<file path="config.mk">
export PLATFORM = sky130hd
export DESIGN_NAME = led_display_frame_reader_flat
export DESIGN_NICKNAME = d
export VERILOG_FILES = /design/src/rtl/led_display_frame_reader_if.sv /design/src/rtl/led_display_frame_reader.sv /design/src/flat_wrapper.sv
export SDC_FILE = /design/constraint.sdc
export NUM_CORES = 1
export LEC_CHECK = 0
export CAP_MARGIN = 20
export CORE_MARGIN = 2
export CORE_UTILIZATION = 45
export DETAILED_ROUTE_END_ITERATION = 10
export PLACE_DENSITY = 0.8
export SLEW_MARGIN = 20
export SYNTH_ARGS = -nofsm -noshare
export SYNTH_HDL_FRONTEND = slang
export SYNTH_SLANG_ARGS = --single-unit
export TNS_END_PERCENT = 20
</file>
<file path="constraint.sdc">
create_clock -name clk_in -period 1.8 [get_ports clk_in]
set_clock_uncertainty 0.05 [all_clocks]
set_input_delay 0.54 -clock clk_in [delete_from_list [all_inputs] [get_ports clk_in]]
set_output_delay 0.54 -clock clk_in [all_outputs]
set_load 0.01 [all_outputs]
</file>
<file path="src/rtl/led_display_frame_reader_if.sv">
// Frame RAM read port and PHY pixel stream of the LED frame reader.
// master: the frame reader. slave: the frame RAM and the PHY shifter.
interface led_display_frame_reader_if #(
  parameter int NUM_ROW_PIXELS = 32,
  parameter int NUM_COL_PIXELS = 64,
  parameter int PIXEL_BITS     = 3
);
  localparam int HALF_ROWS = NUM_ROW_PIXELS / 2;
  localparam int ADDR_W    = $clog2(HALF_ROWS * NUM_COL_PIXELS);
  localparam int ROW_W     = $clog2(HALF_ROWS);
  localparam int WORD_W    = 2 * PIXEL_BITS;

  logic              ram_rd_en_out;
  logic [ADDR_W-1:0] ram_addr_out;
  logic [WORD_W-1:0] ram_data_in;

  logic [WORD_W-1:0] pix_data_out;
  logic              pix_valid_out;
  logic              pix_ready_in;
  logic [ROW_W-1:0]  pix_row_out;
  logic              pix_last_col_out;
  logic              pix_last_row_out;

  modport master (
    output ram_rd_en_out, ram_addr_out,
    input  ram_data_in,
    output pix_data_out, pix_valid_out, pix_row_out, pix_last_col_out, pix_last_row_out,
    input  pix_ready_in
  );

  modport slave (
    input  ram_rd_en_out, ram_addr_out,
    output ram_data_in,
    input  pix_data_out, pix_valid_out, pix_row_out, pix_last_col_out, pix_last_row_out,
    output pix_ready_in
  );
endinterface

</file>
<file path="src/rtl/led_display_frame_reader.sv">
// Streams one frame of top/bottom pixel-pair words from the frame RAM to the
// LED PHY. Reads are credit-paced against a 2-entry output buffer so the
// 1-cycle RAM latency never overflows it under PHY back-pressure.
//
// state   | meaning
// --------+-------------------------------------------------------------
// S_IDLE  | waiting for frame_start_in, no reads
// S_READ  | issuing RAM reads column-first while credits allow
// S_DRAIN | all reads issued, waiting for the final beat to be accepted
module led_display_frame_reader #(
  parameter int NUM_ROW_PIXELS = 32,
  parameter int NUM_COL_PIXELS = 64,
  parameter int PIXEL_BITS     = 3
) (
  input  logic clk_in,
  input  logic n_reset_in,
  input  logic frame_start_in,
  output logic busy_out,
  output logic frame_done_out,
  led_display_frame_reader_if.master bus
);
  localparam int HALF_ROWS = NUM_ROW_PIXELS / 2;
  localparam int ADDR_W    = $clog2(HALF_ROWS * NUM_COL_PIXELS);
  localparam int ROW_W     = $clog2(HALF_ROWS);
  localparam int COL_W     = $clog2(NUM_COL_PIXELS);
  localparam int WORD_W    = 2 * PIXEL_BITS;
  // buffer entry: {row, last_row, last_col, data}
  localparam int ENT_W     = ROW_W + 2 + WORD_W;

  typedef enum logic [1:0] {
    S_IDLE  = 2'd0,
    S_READ  = 2'd1,
    S_DRAIN = 2'd2
  } state_t;

  state_t            r_state;
  state_t            w_state_nxt;

  logic [ROW_W-1:0]  r_rd_row;
  logic [COL_W-1:0]  r_rd_col;
  logic              w_rd_last_col;
  logic              w_rd_last_row;
  logic              w_rd_en;
  logic              w_load;
  logic              w_done;
  logic              w_credit;

  logic              r_p_vld;
  logic [ROW_W-1:0]  r_p_row;
  logic              r_p_lc;
  logic              r_p_lr;

  logic [ENT_W-1:0]  r_mem [2];
  logic              r_wptr;
  logic              r_rptr;
  logic [1:0]        r_count;
  logic [ENT_W-1:0]  w_head;
  logic              w_push;
  logic              w_pop;

  logic              r_frame_done;

  assign w_rd_last_col = (r_rd_col == COL_W'(NUM_COL_PIXELS - 1));
  assign w_rd_last_row = (r_rd_row == ROW_W'(HALF_ROWS - 1));

  assign w_head = r_mem[r_rptr];
  assign w_push = r_p_vld;
  assign w_pop  = (r_count != 2'd0) && bus.pix_ready_in;

  // A read may issue when buffered + in-flight beats, less the one leaving
  // this cycle, stay below 2; counting the pop keeps full throughput.
  assign w_credit = ({1'b0, r_count} + {2'b00, r_p_vld}) < (3'd2 + {2'b00, w_pop});

  // State register.
  always_ff @(posedge clk_in or negedge n_reset_in) begin
    if (!n_reset_in) begin
      r_state <= S_IDLE;
    end else begin
      r_state <= w_state_nxt;
    end
  end

  // Next-state logic and read issue.
  always_comb begin
    w_state_nxt = r_state;
    w_rd_en     = 1'b0;
    w_load      = 1'b0;
    w_done      = 1'b0;
    case (r_state)
      S_IDLE: begin
        if (frame_start_in) begin
          w_load      = 1'b1;
          w_state_nxt = S_READ;
        end
      end
      S_READ: begin
        if (w_credit) begin
          w_rd_en = 1'b1;
          if (w_rd_last_col && w_rd_last_row) begin
            w_state_nxt = S_DRAIN;
          end
        end
      end
      S_DRAIN: begin
        if (w_pop && w_head[WORD_W] && w_head[WORD_W+1]) begin
          w_done      = 1'b1;
          w_state_nxt = S_IDLE;
        end
      end
      default: w_state_nxt = S_IDLE;
    endcase
  end

  // Read address counters, column first; they wrap back to 0 after the last word.
  always_ff @(posedge clk_in or negedge n_reset_in) begin
    if (!n_reset_in) begin
      r_rd_row <= '0;
      r_rd_col <= '0;
    end else if (w_load) begin
      r_rd_row <= '0;
      r_rd_col <= '0;
    end else if (w_rd_en) begin
      if (w_rd_last_col) begin
        r_rd_col <= '0;
        r_rd_row <= w_rd_last_row ? '0 : r_rd_row + ROW_W'(1);
      end else begin
        r_rd_col <= r_rd_col + COL_W'(1);
      end
    end
  end

  // Sideband travels alongside the RAM's 1-cycle read latency.
  always_ff @(posedge clk_in or negedge n_reset_in) begin
    if (!n_reset_in) begin
      r_p_vld <= 1'b0;
      r_p_row <= '0;
      r_p_lc  <= 1'b0;
      r_p_lr  <= 1'b0;
    end else begin
      r_p_vld <= w_rd_en;
      if (w_rd_en) begin
        r_p_row <= r_rd_row;
        r_p_lc  <= w_rd_last_col;
        r_p_lr  <= w_rd_last_row;
      end
    end
  end

  // 2-entry output buffer; the head only moves on a handshake, so it holds while stalled.
  always_ff @(posedge clk_in or negedge n_reset_in) begin
    if (!n_reset_in) begin
      r_mem[0] <= '0;
      r_mem[1] <= '0;
      r_wptr   <= 1'b0;
      r_rptr   <= 1'b0;
      r_count  <= 2'd0;
    end else begin
      if (w_push) begin
        r_mem[r_wptr] <= {r_p_row, r_p_lr, r_p_lc, bus.ram_data_in};
        r_wptr        <= ~r_wptr;
      end
      if (w_pop) begin
        r_rptr <= ~r_rptr;
      end
      case ({w_push, w_pop})
        2'b10:   r_count <= r_count + 2'd1;
        2'b01:   r_count <= r_count - 2'd1;
        default: r_count <= r_count;
      endcase
    end
  end

  // End-of-frame pulse, one cycle after the final handshake.
  always_ff @(posedge clk_in or negedge n_reset_in) begin
    if (!n_reset_in) begin
      r_frame_done <= 1'b0;
    end else begin
      r_frame_done <= w_done;
    end
  end

  assign bus.ram_rd_en_out = w_rd_en;
  assign bus.ram_addr_out  = ADDR_W'(r_rd_row) * ADDR_W'(NUM_COL_PIXELS) + ADDR_W'(r_rd_col);

  assign bus.pix_valid_out    = (r_count != 2'd0);
  assign bus.pix_data_out     = w_head[WORD_W-1:0];
  assign bus.pix_last_col_out = w_head[WORD_W];
  assign bus.pix_last_row_out = w_head[WORD_W+1];
  assign bus.pix_row_out      = w_head[ENT_W-1 -: ROW_W];

  assign busy_out       = (r_state != S_IDLE);
  assign frame_done_out = r_frame_done;
endmodule

</file>
<file path="src/flat_wrapper.sv">
// flat-port wrapper written by rule: the top's interface ports become plain ports
module led_display_frame_reader_flat 
#(
  parameter int NUM_ROW_PIXELS = 32,
  parameter int NUM_COL_PIXELS = 64,
  parameter int PIXEL_BITS     = 3
)
  (clk_in, n_reset_in, frame_start_in, busy_out, frame_done_out, bus_ram_rd_en_out, bus_ram_addr_out, bus_ram_data_in, bus_pix_data_out, bus_pix_valid_out, bus_pix_row_out, bus_pix_last_col_out, bus_pix_last_row_out, bus_pix_ready_in);
  led_display_frame_reader_if #(.NUM_ROW_PIXELS(NUM_ROW_PIXELS), .NUM_COL_PIXELS(NUM_COL_PIXELS), .PIXEL_BITS(PIXEL_BITS)) bus_i ();
  input  logic clk_in;
  input  logic n_reset_in;
  input  logic frame_start_in;
  output logic busy_out;
  output logic frame_done_out;
  output wire logic [$bits(bus_i.ram_rd_en_out)-1:0] bus_ram_rd_en_out;
  output wire logic [$bits(bus_i.ram_addr_out)-1:0] bus_ram_addr_out;
  input wire logic [$bits(bus_i.ram_data_in)-1:0] bus_ram_data_in;
  output wire logic [$bits(bus_i.pix_data_out)-1:0] bus_pix_data_out;
  output wire logic [$bits(bus_i.pix_valid_out)-1:0] bus_pix_valid_out;
  output wire logic [$bits(bus_i.pix_row_out)-1:0] bus_pix_row_out;
  output wire logic [$bits(bus_i.pix_last_col_out)-1:0] bus_pix_last_col_out;
  output wire logic [$bits(bus_i.pix_last_row_out)-1:0] bus_pix_last_row_out;
  input wire logic [$bits(bus_i.pix_ready_in)-1:0] bus_pix_ready_in;
  assign bus_ram_rd_en_out = bus_i.ram_rd_en_out;
  assign bus_ram_addr_out = bus_i.ram_addr_out;
  assign bus_i.ram_data_in = bus_ram_data_in;
  assign bus_pix_data_out = bus_i.pix_data_out;
  assign bus_pix_valid_out = bus_i.pix_valid_out;
  assign bus_pix_row_out = bus_i.pix_row_out;
  assign bus_pix_last_col_out = bus_i.pix_last_col_out;
  assign bus_pix_last_row_out = bus_i.pix_last_row_out;
  assign bus_i.pix_ready_in = bus_pix_ready_in;
  led_display_frame_reader #(.NUM_ROW_PIXELS(NUM_ROW_PIXELS), .NUM_COL_PIXELS(NUM_COL_PIXELS), .PIXEL_BITS(PIXEL_BITS)) u_core (.clk_in(clk_in), .n_reset_in(n_reset_in), .frame_start_in(frame_start_in), .busy_out(busy_out), .frame_done_out(frame_done_out), .bus(bus_i));
endmodule
</file>
==> results.toml <==
[run_status]
status = "finished, violations left"
violations = "setup timing"

[floorplanning]
core_area_sq_um = 4750
dieArea_sq_um = 5550
num_rows = 25
initial_core_util_pct = 47.0
die_w_microns = 74.5
dieHeight_microns = 74.5
ios = 36

[power_and_ir_drop]
leakagePower_nw = 1.57
p_per_area_nw_per_um2 = 860
p_total_w = 0.00270
ir_drop_mv = 0.398

[clocking]
clk_latency_ps = 300
clk_pin_slew_ps = 90
cts_tree = "yes"
cts_hold_buf = 0
cts_htree_levels = 2
cts_inserted_buffers = 5
cts-root-buf = "clkbuf_8"
cts_sinks = 48
cts_buffer_depth = 2

[logic_synthesis]
synth_edf_count = 0
synth-seq-cells = 48
synth_nets = 190
synthArstFlopShare_pct = 100
synthFlopType = "dfrtp_1"
synth_area_per_cell_sq_um = 12.8
syn_area_sq_um = 2240
synth_cells = 175
ys_seq_area_share_pct = 53.7
ys_types = 41
synth_warnings = 0

[layout]
fin_area_sq_um = 3140
final_cell_mix = "dfrtp_1 (47), mux2_2 (32), buf_4 (29), buf_6 (18), dlygate4sd2_1 (10)"
final-seq-area_sq_um = 1200
nets = 264
area_growth_pct = 40.5
fill_cells = 371
antenna_cells = 0
final_common_cell = "dfrtp_1"
multiInputGateArea_sq_um = 1100
layout-drive-gt1-share_pct = 47.0
final_util_pct = 66.1

[grt]
met1_usage_pct = 23.7
antenna_found_initial = 0
grt_pass1_wl_microns = 7620
grt.total_usage_pct = 18.3
grt.met2_usage_pct = 29.6
grtUsageMet3_pct = 5.01
top_usage_layer = "met2"
grt_max_degree = 34
grt-ovfl-total = 0
grt_pass1_vias = 1621

[route]
drtPass1Iterations = 4
vias = 1676
ant_nets = 0
drc = 0
totalWireLength_microns = 4520
wl_per_cell_microns = 14.3
drt_iter0_drc = 117
vias_per_cell = 5.30

[sta]
fin_crit_ps = 2020
setup_slack_ps = -218
timing.fmax_ghz = 0.495
setup_viol_count_final = 14
slew_viol_final = 0
slew_headroom_pct = 75.0
final_hold_viol_count = 0
worstMarginPinSlew_ps = 375
rsz0062_at_grt = "true"
fin_crit_sh_pct = 112

[placed_design]
dpl_worst_slack_ps = -699
dpl.hpwl_microns = 3180
gp_congestion = 0.813
postPlaceCellArea_sq_um = 2940
place.port_buffers = 35

[run]
max-cap-violations = 0

[critical_path]
cp.required_ps = 1210
rrSetupSlack_ps = 0
worstPathArrival_ps = 1430
start_kind = "flip-flop"
worstPathMaxFanout = 2
worstSetupPathType = "flip-flop to primary output"
crit_path_end_kind = "primary output"

[worst_hold_path]
holdCritPathClass = "input port to async pin"
[logic make-up (layout without fill, tap and decap cells)]
kind of cell    count (synthesis)  after routing  synth area share, %
compound gates                 22             22                 7.83
flops                          48             48                 53.7
fa+ha+maj                       5              5                 2.80
mux                            43             43                 21.4
xor+xnor                        5              5                 1.96
simple gates                   41             41                 10.4
buf+inv                        11             85                 1.90
[power breakdown]
| group | leakage, nW | switching, W | internal [W] |
|---|---|---|---|
| sequential | 0.628 | 0.0000514 | 0.00112 |
| clock | 0.0400 | 0.000341 | 0.000263 |
| combinational | 0.902 | 0.000385 | 0.000538 |
| total | 1.57 | 0.000778 | 0.00192 |
[sequential cells by signal (all words and copies together) (netlist names)]
register and flops:
u_core.r_mem 24, u_core.r_rd_col 6, u_core.r_p_row 4, u_core.r_rd_row 4, u_core.r_count 2, u_core.r_state 2
u_core.frame_done_out 1, u_core.r_p_lc 1, u_core.r_p_lr 1, u_core.r_p_vld 1, u_core.r_rptr 1, u_core.r_wptr 1
[Yosys cell counts, types with 2 or more instances]
cell type	n	area share, %
dfrtp_1	48	54
o2bb2ai_1	2	0.78
a21oi_1	3	0.67
mux2_2	38	19
nor2_1	5	0.84
mux2i_1	5	2.2
inv_1	8	1.3
xor2_1	2	0.78
a21o_1	2	0.67
nor4_1	2	0.56
nand2b_1	3	0.84
o21ai_0	5	1.1
nand2_1	7	1.2
ha_1	5	2.8
nand4_1	2	0.56
nor3_1	2	0.45
xnor2_1	3	1.2
nand3_1	7	1.6
and3_1	4	1.1
[cell type report]
type | instances | share of cell area, %
Sequential cell | 48 | 38.3
Multi-Input combinational cell | 116 | 35.1
Timing Repair Buffer | 70 | 20.4
Tap cell | 67 | 2.67
Clock buffer | 5 | 2.19
Inverter | 8 | 0.956
Clock inverter | 2 | 0.398
[routing by layer]
layer,share of wire [%],vias to the layer above
met5,0,-
met4,1.9,0
met3,4.0,12
li1,-,785
met1,45,832
met2,50,47
[final timing paths]
| kind | cells after the start | start | to |
|---|---|---|---|
| worst min register to register | 1 | u_core.r_mem[12]$_DFFE_PN0P_ | u_core.r_mem[12]$_DFFE_PN0P_ |
| max in group asynchronous | 2 | n_reset_in | u_core.r_rd_col[0]$_DFFE_PN0P_ |
| worst max register to register | 6 | u_core.r_p_vld$_DFF_PN0_ | u_core.r_rd_col[0]$_DFFE_PN0P_ |
| worst min-delay path | 1 | n_reset_in | u_core.r_mem[3]$_DFFE_PN0P_ |
| worst max-delay path | 6 | u_core.r_p_vld$_DFF_PN0_ | bus_ram_rd_en_out |
| min in group clk_in | 1 | u_core.r_mem[12]$_DFFE_PN0P_ | u_core.r_mem[12]$_DFFE_PN0P_ |
[stage by stage]
step                cells  TNS [ps]  hold WS, ps
floorplan             175         0          194
global placement      304     -6270          428
detailed placement    304     -6750          426
CTS                   316     -1730          100
global route          316     -2450          106
finish                316     -1520          100
[repair_timing]
item                       in CTS  in global routing
resized for setup              96                  8
setup buffers                   6                  0
pin swaps                       3                  0
setup endpoints to repair      29                 23
[worst max-delay path, stage by stage (launching register included)]
cell     delay (ps)
dfrtp_1         420
ha_4            180
ha_4            270
o21ai_4          60
nand2_4          60
inv_2            40
buf_6           110
Power figures use the tool's default switching activity.
